File: config.mk
export PLATFORM = sky130hd
export DESIGN_NAME = multicycle_control_flat
export DESIGN_NICKNAME = d
export VERILOG_FILES = /design/src/rtl/multicycle_control_pkg.sv /design/src/rtl/multicycle_control_if.sv /design/src/rtl/multicycle_control_opcode_decode.sv /design/src/rtl/multicycle_control.sv /design/src/flat_wrapper.sv
export SDC_FILE = /design/constraint.sdc
export NUM_CORES = 1
export LEC_CHECK = 0
export CORE_UTILIZATION = 29
export CTS_CLUSTER_SIZE = 24
export DETAILED_ROUTE_END_ITERATION = 10
export GPL_TIMING_DRIVEN = 1
export SETUP_SLACK_MARGIN = 0.15
export SKIP_CTS_REPAIR_TIMING = 1
export SLEW_MARGIN = 0
export SYNTH_ARGS = -nofsm -noshare
export SYNTH_HDL_FRONTEND = slang
export SYNTH_SLANG_ARGS = --single-unit
File: constraint.sdc
create_clock -name clk -period 2.1 [get_ports clk]
set_clock_uncertainty 0.2 [all_clocks]
set_input_delay 0.63 -clock clk [delete_from_list [all_inputs] [get_ports clk]]
set_output_delay 0.63 -clock clk [all_outputs]
set_load 0.1 [all_outputs]
File: src/rtl/multicycle_control_pkg.sv
// Shared encodings for the multicycle controller: FSM states, instruction
// classes, RV-style opcodes and ALU operation classes.
package ctrl_pkg;

    typedef enum logic [2:0] {
        ST_IDLE   = 3'd0,
        ST_FETCH  = 3'd1,
        ST_DECODE = 3'd2,
        ST_EXEC   = 3'd3,
        ST_MEM    = 3'd4,
        ST_WB     = 3'd5,
        ST_FAULT  = 3'd6
    } state_e;

    typedef enum logic [2:0] {
        CLS_NONE = 3'd0,
        CLS_R    = 3'd1,
        CLS_ADDI = 3'd2,
        CLS_LD   = 3'd3,
        CLS_SD   = 3'd4,
        CLS_BEQ  = 3'd5
    } iclass_e;

    localparam logic [6:0] OP_R    = 7'b0110011;
    localparam logic [6:0] OP_ADDI = 7'b0010011;
    localparam logic [6:0] OP_LD   = 7'b0000011;
    localparam logic [6:0] OP_SD   = 7'b0100011;
    localparam logic [6:0] OP_BEQ  = 7'b1100011;

    localparam logic [1:0] ALUOP_ADD   = 2'b00;
    localparam logic [1:0] ALUOP_SUB   = 2'b01;
    localparam logic [1:0] ALUOP_FUNCT = 2'b10;

endpackage

File: src/rtl/multicycle_control_if.sv
// Signal bundle between the multicycle controller (master) and the
// datapath/memory side (slave).
interface multicycle_control_if #(
    parameter int CNT_W = 32
);
    logic             run;
    logic             clear;
    logic [6:0]       opcode;
    logic             zero;
    logic             mem_ready;
    logic             PCWrite;
    logic             IRWrite;
    logic             RegWrite;
    logic             MemRead;
    logic             MemWrite;
    logic             MemtoReg;
    logic             ALUSrc;
    logic             Branch;
    logic [1:0]       ALUOp;
    logic [2:0]       state;
    logic             busy;
    logic             illegal;
    logic             timeout;
    logic [CNT_W-1:0] retired;

    modport master (
        input  run, clear, opcode, zero, mem_ready,
        output PCWrite, IRWrite, RegWrite, MemRead, MemWrite, MemtoReg,
               ALUSrc, Branch, ALUOp, state, busy, illegal, timeout, retired
    );

    modport slave (
        output run, clear, opcode, zero, mem_ready,
        input  PCWrite, IRWrite, RegWrite, MemRead, MemWrite, MemtoReg,
               ALUSrc, Branch, ALUOp, state, busy, illegal, timeout, retired
    );
endinterface

File: src/rtl/multicycle_control_opcode_decode.sv
// Combinational opcode classifier: instruction class plus a legal flag.
module opcode_decode
    import ctrl_pkg::*;
(
    input  logic [6:0] opcode,
    output iclass_e    iclass,
    output logic       legal
);

    // Map the five supported opcodes; anything else is illegal
    always_comb begin
        iclass = CLS_NONE;
        legal  = 1'b0;
        case (opcode)
            OP_R:    begin iclass = CLS_R;    legal = 1'b1; end
            OP_ADDI: begin iclass = CLS_ADDI; legal = 1'b1; end
            OP_LD:   begin iclass = CLS_LD;   legal = 1'b1; end
            OP_SD:   begin iclass = CLS_SD;   legal = 1'b1; end
            OP_BEQ:  begin iclass = CLS_BEQ;  legal = 1'b1; end
            default: begin iclass = CLS_NONE; legal = 1'b0; end
        endcase
    end

endmodule

File: src/rtl/multicycle_control.sv
// Multicycle instruction sequencer: FETCH/DECODE/EXEC/MEM/WB with memory
// wait timeout, illegal-opcode fault and a retired-instruction counter.
module multicycle_control
    import ctrl_pkg::*;
#(
    parameter int CNT_W       = 32,
    parameter int MEM_TIMEOUT = 15
) (
    input logic                  clk,
    input logic                  rst_n,
    multicycle_control_if.master bus
);

    localparam int WAIT_W = $clog2(MEM_TIMEOUT + 1);

    state_e            state_q, state_d;
    logic [6:0]        opc_q, opc_d;
    logic [WAIT_W-1:0] wait_q, wait_d, wait_inc_s;
    logic              illegal_q, illegal_d;
    logic              timeout_q, timeout_d;
    logic [CNT_W-1:0]  retired_q, retired_d;

    logic [6:0]        dec_opc_s;
    iclass_e           cls_s;
    logic              legal_s;
    logic              expired_s;
    logic              retire_s;
    logic              pc_write_s, ir_write_s, reg_write_s, mem_read_s;
    logic              mem_write_s, mem_to_reg_s, alu_src_s, branch_s;
    logic [1:0]        alu_op_s;

    // In DECODE the live opcode is judged; afterwards the latched copy rules
    assign dec_opc_s  = (state_q == ST_DECODE) ? bus.opcode : opc_q;
    assign wait_inc_s = wait_q + WAIT_W'(1);
    assign expired_s  = (wait_inc_s == WAIT_W'(MEM_TIMEOUT));

    opcode_decode u_dec (
        .opcode (dec_opc_s),
        .iclass (cls_s),
        .legal  (legal_s)
    );

    // Next-state, flag, counter and datapath-control decode
    always_comb begin
        state_d      = state_q;
        opc_d        = opc_q;
        wait_d       = '0;
        illegal_d    = illegal_q;
        timeout_d    = timeout_q;
        retired_d    = retired_q;
        retire_s     = 1'b0;
        pc_write_s   = 1'b0;
        ir_write_s   = 1'b0;
        reg_write_s  = 1'b0;
        mem_read_s   = 1'b0;
        mem_write_s  = 1'b0;
        mem_to_reg_s = 1'b0;
        alu_src_s    = 1'b0;
        branch_s     = 1'b0;
        alu_op_s     = ALUOP_ADD;
        case (state_q)
            ST_IDLE: begin
                if (bus.run) state_d = ST_FETCH;
                else         state_d = ST_IDLE;
            end
            ST_FETCH: begin
                mem_read_s = 1'b1;
                if (bus.mem_ready) begin
                    ir_write_s = 1'b1;
                    pc_write_s = 1'b1;
                    state_d    = ST_DECODE;
                end else if (expired_s) begin
                    state_d   = ST_FAULT;
                    timeout_d = 1'b1;
                end else begin
                    wait_d = wait_inc_s;
                end
            end
            ST_DECODE: begin
                opc_d = bus.opcode;
                if (legal_s) begin
                    state_d = ST_EXEC;
                end else begin
                    state_d   = ST_FAULT;
                    illegal_d = 1'b1;
                end
            end
            ST_EXEC: begin
                case (cls_s)
                    CLS_R:    begin alu_op_s = ALUOP_FUNCT; state_d = ST_WB; end
                    CLS_ADDI: begin alu_src_s = 1'b1; state_d = ST_WB; end
                    CLS_LD,
                    CLS_SD:   begin alu_src_s = 1'b1; state_d = ST_MEM; end
                    CLS_BEQ: begin
                        alu_op_s   = ALUOP_SUB;
                        branch_s   = 1'b1;
                        pc_write_s = bus.zero;
                        retire_s   = 1'b1;
                    end
                    default: begin state_d = ST_FAULT; illegal_d = 1'b1; end
                endcase
            end
            ST_MEM: begin
                mem_read_s  = (cls_s == CLS_LD);
                mem_write_s = (cls_s == CLS_SD);
                if (bus.mem_ready) begin
                    if (cls_s == CLS_LD) state_d  = ST_WB;
                    else                 retire_s = 1'b1;
                end else if (expired_s) begin
                    state_d   = ST_FAULT;
                    timeout_d = 1'b1;
                end else begin
                    wait_d = wait_inc_s;
                end
            end
            ST_WB: begin
                reg_write_s  = 1'b1;
                mem_to_reg_s = (cls_s == CLS_LD);
                retire_s     = 1'b1;
            end
            ST_FAULT: begin
                if (bus.clear) begin
                    state_d   = ST_IDLE;
                    illegal_d = 1'b0;
                    timeout_d = 1'b0;
                end else begin
                    state_d = ST_FAULT;
                end
            end
            default: state_d = ST_IDLE;
        endcase
        // run is only looked at here and in IDLE, so a drop mid-instruction lets it finish
        if (retire_s) begin
            retired_d = retired_q + CNT_W'(1);
            state_d   = bus.run ? ST_FETCH : ST_IDLE;
        end else begin
            retired_d = retired_q;
        end
    end

    // FSM state, latched opcode, wait counter, sticky flags and retire count
    always_ff @(posedge clk or negedge rst_n) begin
        if (!rst_n) begin
            state_q   <= ST_IDLE;
            opc_q     <= 7'd0;
            wait_q    <= '0;
            illegal_q <= 1'b0;
            timeout_q <= 1'b0;
            retired_q <= '0;
        end else begin
            state_q   <= state_d;
            opc_q     <= opc_d;
            wait_q    <= wait_d;
            illegal_q <= illegal_d;
            timeout_q <= timeout_d;
            retired_q <= retired_d;
        end
    end

    assign bus.PCWrite  = pc_write_s;
    assign bus.IRWrite  = ir_write_s;
    assign bus.RegWrite = reg_write_s;
    assign bus.MemRead  = mem_read_s;
    assign bus.MemWrite = mem_write_s;
    assign bus.MemtoReg = mem_to_reg_s;
    assign bus.ALUSrc   = alu_src_s;
    assign bus.Branch   = branch_s;
    assign bus.ALUOp    = alu_op_s;
    assign bus.state    = state_q;
    assign bus.busy     = (state_q != ST_IDLE) && (state_q != ST_FAULT);
    assign bus.illegal  = illegal_q;
    assign bus.timeout  = timeout_q;
    assign bus.retired  = retired_q;

endmodule

File: src/flat_wrapper.sv
// flat-port wrapper written by rule: the top's interface ports become plain ports
module multicycle_control_flat import ctrl_pkg::*;
#(
    parameter int CNT_W       = 32,
    parameter int MEM_TIMEOUT = 15
)
  (clk, rst_n, bus_run, bus_clear, bus_opcode, bus_zero, bus_mem_ready, bus_PCWrite, bus_IRWrite, bus_RegWrite, bus_MemRead, bus_MemWrite, bus_MemtoReg, bus_ALUSrc, bus_Branch, bus_ALUOp, bus_state, bus_busy, bus_illegal, bus_timeout, bus_retired);
  multicycle_control_if #(.CNT_W(CNT_W)) bus_i ();
  input logic clk;
  input logic rst_n;
  input wire logic [$bits(bus_i.run)-1:0] bus_run;
  input wire logic [$bits(bus_i.clear)-1:0] bus_clear;
  input wire logic [$bits(bus_i.opcode)-1:0] bus_opcode;
  input wire logic [$bits(bus_i.zero)-1:0] bus_zero;
  input wire logic [$bits(bus_i.mem_ready)-1:0] bus_mem_ready;
  output wire logic [$bits(bus_i.PCWrite)-1:0] bus_PCWrite;
  output wire logic [$bits(bus_i.IRWrite)-1:0] bus_IRWrite;
  output wire logic [$bits(bus_i.RegWrite)-1:0] bus_RegWrite;
  output wire logic [$bits(bus_i.MemRead)-1:0] bus_MemRead;
  output wire logic [$bits(bus_i.MemWrite)-1:0] bus_MemWrite;
  output wire logic [$bits(bus_i.MemtoReg)-1:0] bus_MemtoReg;
  output wire logic [$bits(bus_i.ALUSrc)-1:0] bus_ALUSrc;
  output wire logic [$bits(bus_i.Branch)-1:0] bus_Branch;
  output wire logic [$bits(bus_i.ALUOp)-1:0] bus_ALUOp;
  output wire logic [$bits(bus_i.state)-1:0] bus_state;
  output wire logic [$bits(bus_i.busy)-1:0] bus_busy;
  output wire logic [$bits(bus_i.illegal)-1:0] bus_illegal;
  output wire logic [$bits(bus_i.timeout)-1:0] bus_timeout;
  output wire logic [$bits(bus_i.retired)-1:0] bus_retired;
  assign bus_i.run = bus_run;
  assign bus_i.clear = bus_clear;
  assign bus_i.opcode = bus_opcode;
  assign bus_i.zero = bus_zero;
  assign bus_i.mem_ready = bus_mem_ready;
  assign bus_PCWrite = bus_i.PCWrite;
  assign bus_IRWrite = bus_i.IRWrite;
  assign bus_RegWrite = bus_i.RegWrite;
  assign bus_MemRead = bus_i.MemRead;
  assign bus_MemWrite = bus_i.MemWrite;
  assign bus_MemtoReg = bus_i.MemtoReg;
  assign bus_ALUSrc = bus_i.ALUSrc;
  assign bus_Branch = bus_i.Branch;
  assign bus_ALUOp = bus_i.ALUOp;
  assign bus_state = bus_i.state;
  assign bus_busy = bus_i.busy;
  assign bus_illegal = bus_i.illegal;
  assign bus_timeout = bus_i.timeout;
  assign bus_retired = bus_i.retired;
  multicycle_control #(.CNT_W(CNT_W), .MEM_TIMEOUT(MEM_TIMEOUT)) u_core (.clk(clk), .rst_n(rst_n), .bus(bus_i));
endmodule
; ---- Word level (Yosys, flattened, before mapping)
; Index checks and enable logic that the tools add are counted.
[word_totals]
wordCells = 88
input_bits = 13
ff_bits = 48
[op_classes]
n_eq_ne = 26
n_addsub = 2
mux = 40
reduce_logical = 14
[ops]
columns = op, n
row1 = "32-bit by 1-bit adder with 32-bit output, second input constant", 1
row2 = 3-bit two-way mux, 7
row3 = 3-bit one-hot mux with 7 select lines, 1
row4 = 1-bit two-way mux, 19
row5 = "3-bit == test, second input constant", 5
row6 = 3-bit one-hot mux with 5 select lines, 1
row7 = "7-bit by 6-bit == test with 1-bit output, second input constant", 2
row8 = "3-bit by 2-bit == test with 1-bit output, second input constant", 4
row9 = 4-bit two-way mux, 3
row10 = 5-bit OR reduction, 2
row11 = 3-bit one-hot mux with 3 select lines, 1
row12 = "2-bit inequality test, second input constant", 4
row13 = 4-bit AND reduction, 2
row14 = "7-bit by 2-bit == test with 1-bit output, second input constant", 1
row15 = "7-bit by 5-bit == test with 1-bit output, second input constant", 1
row16 = "7-bit == test, second input constant", 1
row17 = 7-bit two-way mux, 1
row18 = "3-bit by 1-bit == test with 1-bit output, second input constant", 2
row19 = 1-bit one-hot mux with 2 select lines, 3
row20 = 1-bit one-hot mux with 3 select lines, 2
row21 = 3-bit nonzero test, 2
row22 = 2-bit OR reduction, 3
row23 = "4-bit by 1-bit adder with 4-bit output, second input constant", 1
row24 = "4-bit == test, second input constant", 1
row25 = 11 further kinds, 12

; ---- Depth between registers and ports, before layout
[depth]
word_depth = 10
depth_mapped = 7

; ---- Modules after synthesis
; Synthesis repeated with hierarchy kept, for this count alone.
[hier_totals]
cells_unflattened = 253
hier_area_um2 = 2598.7
[modules_own_cells]
columns = module, cells_each, area_per_inst_um2, n_inst
row1 = multicycle_control, 243, 2542.4, 1
row2 = opcode_decode, 10, 56.3, 1

; ---- Worst setup path before layout
; OpenSTA, ideal clock, no wires.
[synth_path]
path_kind = reg-to-output
from = reg u_core.state_q[2], in the netlist u_core.bus.state[2]
to = out bus_MemtoReg
n_path_buf = 1
arrival_time_ps = 4523
path_stages_with_launch = 5
setup_slack_ps = -3253
path_cell_list = dfrtp_1 > buf_4 > nand2_1 > or2_2 > nor4_1
[synth_between]
elab_chain_cells = 6
[synth_rtl]
columns = element, line
row1 = from (decl), multicycle_control.sv:16  ; state_e state_q, state_d;
row2 = from (signal assigned), multicycle_control.sv:151  ; state_q <= state_d;
row3 = 3-bit by 2-bit == test with 1-bit output, multicycle_control.sv:33  ; assign dec_opc_s = (state_q == ST_DECODE) ? bus.opcode : opc_q;
row4 = 7-bit two-way mux, multicycle_control.sv:33
row5 = "7-bit == test, or another cell as far along", multicycle_control_opcode_decode.sv:14  ; case (opcode)
row6 = 3-bit one-hot mux with 5 select lines, multicycle_control_opcode_decode.sv:14
row7 = 3-bit by 2-bit == test with 1-bit output, multicycle_control.sv:118  ; mem_to_reg_s = (cls_s == CLS_LD);
row8 = 1-bit two-way mux *, multicycle_control.sv:61  ; case (state_q)
row9 = to (decl), flat_wrapper.sv:21  ; output wire logic [$bits(bus_i.MemtoReg)-1:0] bus_MemtoReg;
; Mark *: on every way between the ends. The rest lies on a longest branch, timed or not.

; ---- Final worst setup path
[layout_path]
from = reg u_core.opc_q[3]
to = out bus_MemRead
[layout_between]
elab_chain_cells = 5
[layout_rtl]
columns = element, line
row1 = from (decl), multicycle_control.sv:17  ; logic [6:0] opc_q, opc_d;
row2 = from (signal assigned), multicycle_control.sv:152  ; opc_q <= opc_d;
row3 = 7-bit two-way mux *, multicycle_control.sv:33
row4 = "7-bit == test, or another cell as far along", multicycle_control_opcode_decode.sv:14
row5 = 3-bit one-hot mux with 5 select lines *, multicycle_control_opcode_decode.sv:14
row6 = 3-bit by 2-bit == test with 1-bit output *, multicycle_control.sv:104  ; mem_read_s = (cls_s == CLS_LD);
row7 = 1-bit one-hot mux with 2 select lines *, multicycle_control.sv:61
row8 = to (decl), flat_wrapper.sv:19  ; output wire logic [$bits(bus_i.MemRead)-1:0] bus_MemRead;
; Marks and branches as above.

==> run metrics <==
Inserted Clock Buffers=5; Int Power=2.78 mW; fin area=4870 µm²; clock share of power=14.4%; crit path DAT=1.90 ns; GR Overflow Total=0; Mapped Cells=238; CTS clk-pin slew, worst paths=0.10 ns; max_cap viols=0; Pleak=2.05 nW; combinational family with the most area after synthesis=simple AND/OR/NAND/NOR gates; IO Port Bufs=60; Worst Path Max Fanout=3; height of the chip=96.6 µm; RSZ-0062 raised after global routing=yes; peak supply drop=1.21 mV; Remaining DRCs=0; Worst setup EP type=output port; Combinational Power Share=58.4%; Ports=61; fin crit share=130%; Worst Tran Pin Value=0.457 ns; sw power=2.16 mW; core area=8680 µm²; failing checks=setup timing; sequential area share after synthesis=46.3%; Post-DP Area=4400 µm²; Crit Path Class=register to output port; layout cell share with drive strength beyond 1=59.1%; synth top area cells=dfrtp_1 (46%), xnor2_1 (8.8%), mux2_2 (3.9%); WP data required=1.27 ns; FF-to-FF End=u_core.bus.retired[6]; Synth Area in Simple Gates=25.6%; WHS=0.0152 ns; compound-gate portion of the synthesized area=8.39%; net switching fraction of the power=43.7%; worst-case clock buffer depth=2; clk sinks=48; die boundary width=96.6 µm; GRT Total Usage=14.9%; Syn Std Cell Area=2590 µm²; Flop pwr share=27.2%; CTS root buffer=clkbuf_8; Synth Area in Adders=1.45%; first-pass GRT wire length=10800 µm; Layout area overhead=87.7%; drt wl/cell=14.6 µm; ANT cells=0; DR vias=2246; FF/Latch Area=1270 µm²; DR iter-0 viols=51; FF-to-FF path depth=11; Post-synth EDFFs=0; most common cell after layout, fill and taps aside=buf_12; register bit total from synthesis=48; Cell variety after synth=49; CTS tree=done; power per cell area=1010 nW/µm²; Post-Route WL=6790 µm; top cell type's share of synthesized area=46.3%; pin count of the biggest net entering global routing=37; post-route setup slack=-0.628 ns; Final Hold Fails=0; Reg2Reg Launch Point=u_core.bus.state[0]; RD Place Congestion=0.856; fmax=0.367 GHz; worst skew pair latency=0.31 ns; Mapped Nets=254; vias in the first global route=2237; antenna violations before repair=0; Final nets=372; Die Footprint=9330 µm²; Synth area leader=dfrtp_1; status=finished, violations left; max-slew violations=0; Initial Utilization=29.9%; ANT nets after route=0; H-tree Lvls=2; ys flop type=dfrtp_1; Post-synth ARST share=100%; most frequent cells in the layout=buf_12 (53), buf_4 (38), xnor2_1 (23); Slew HR=69.3%; Synth Area in XOR/XNOR=10.8%; Rows=34; final critical-path required period=2.73 ns; post-synthesis mux area share=3.91%; R2R Setup Slk=-0.34 ns; # setup viols final=45; Fillers=711; Worst setup SP type=register; post-route core utilization=56.1%; Syn. warnings=0; TNS Setup=-13.59 ns; hpwl dp=4960 µm; DRT Pass-1 Iters=4; Hold Path Class=input pin to async pin; area of the multi-input gates=1630 µm²; Syn Area/Cell=10.9 µm²; Via density=4.83
## Yosys cell counts, types with 6 or more instances
cell type   n
and2_1      6
inv_1       8
xor2_1      6
and3_1      6
xnor2_1    26
nand4_1    12
mux2_2      9
nand2b_1    9
nand2_1    20
nand3_1    13
a21oi_1     8
dfrtp_1    48
## worst max-delay path by stage
stage,endpoint,slack (ns),from,cells after the start
final,bus_MemRead,-0.63,u_core.opc_q[3],5
after global routing,bus_MemRead,-0.69,u_core.opc_q[3],5
after CTS,bus_MemRead,-0.70,u_core.opc_q[2],5
after global placement,u_core.bus.retired[11],-0.55,bus_mem_ready,7
after floorplan,bus_PCWrite,-0.97,u_core.bus.state[2],4
after detailed placement,u_core.bus.retired[11],-0.59,bus_mem_ready,7
## worst max-delay path, cell delays in order (launching register included)
cell,delay (ns)
dfrtp_1,0.40
and4bb_2,0.31
nand2b_1,0.08
or4_4,0.44
a21oi_4,0.16
buf_12,0.19
## kinds of logic after synthesis
group,Yosys count
compound gates,29
xor+xnor,32
fa+ha+maj,3
buf+inv,17
flops,48
mux,9
simple gates,100
## flip-flops by register name, indices dropped and copies added (netlist names)
name and count:
u_core.bus.retired 32, u_core.opc_q 7, u_core.wait_q 4, u_core.bus.state 3, u_core.bus.illegal 1, u_core.bus.timeout 1
## metrics by stage
stage	cells	setup slack (ns)	total power, mW
2_1_floorplan	238	-0.973	2.89
3_3_place_gp	440	-0.549	3.93
3_5_place_dp	440	-0.588	3.95
4_1_cts	448	-0.700	4.66
5_1_grt	465	-0.689	5.14
6_report	465	-0.628	4.94
## routing by layer
layer,wire length (µm),share of wire (%),track usage (%),up-vias
li1,-,-,-,1083
met4,36,0.53,3.06,0
met5,0,0,0,-
met2,3620,53,25.9,37
met1,2940,43,19.2,1122
met3,196,2.9,2.74,4
## power groups by stage
stage | logic (mW) | registers (mW) | clock network, mW
finish | 2.88 | 1.34 | 0.709
global route | 3.01 | 1.36 | 0.767
CTS | 2.61 | 1.33 | 0.723
detailed placement | 2.60 | 1.35 | 0
global placement | 2.59 | 1.35 | 0
floorplan | 1.02 | 1.88 | 0
## cell type report
type	instances	share of cell area, %
clock buffers	5	1.41
clock inverters	3	0.951
inverters	8	0.771
multi-input cells	173	33.5
flip-flops and latches	48	26.2
well taps	108	2.77
repair buffers	120	34.4
(Power assumes the default switching activity.)
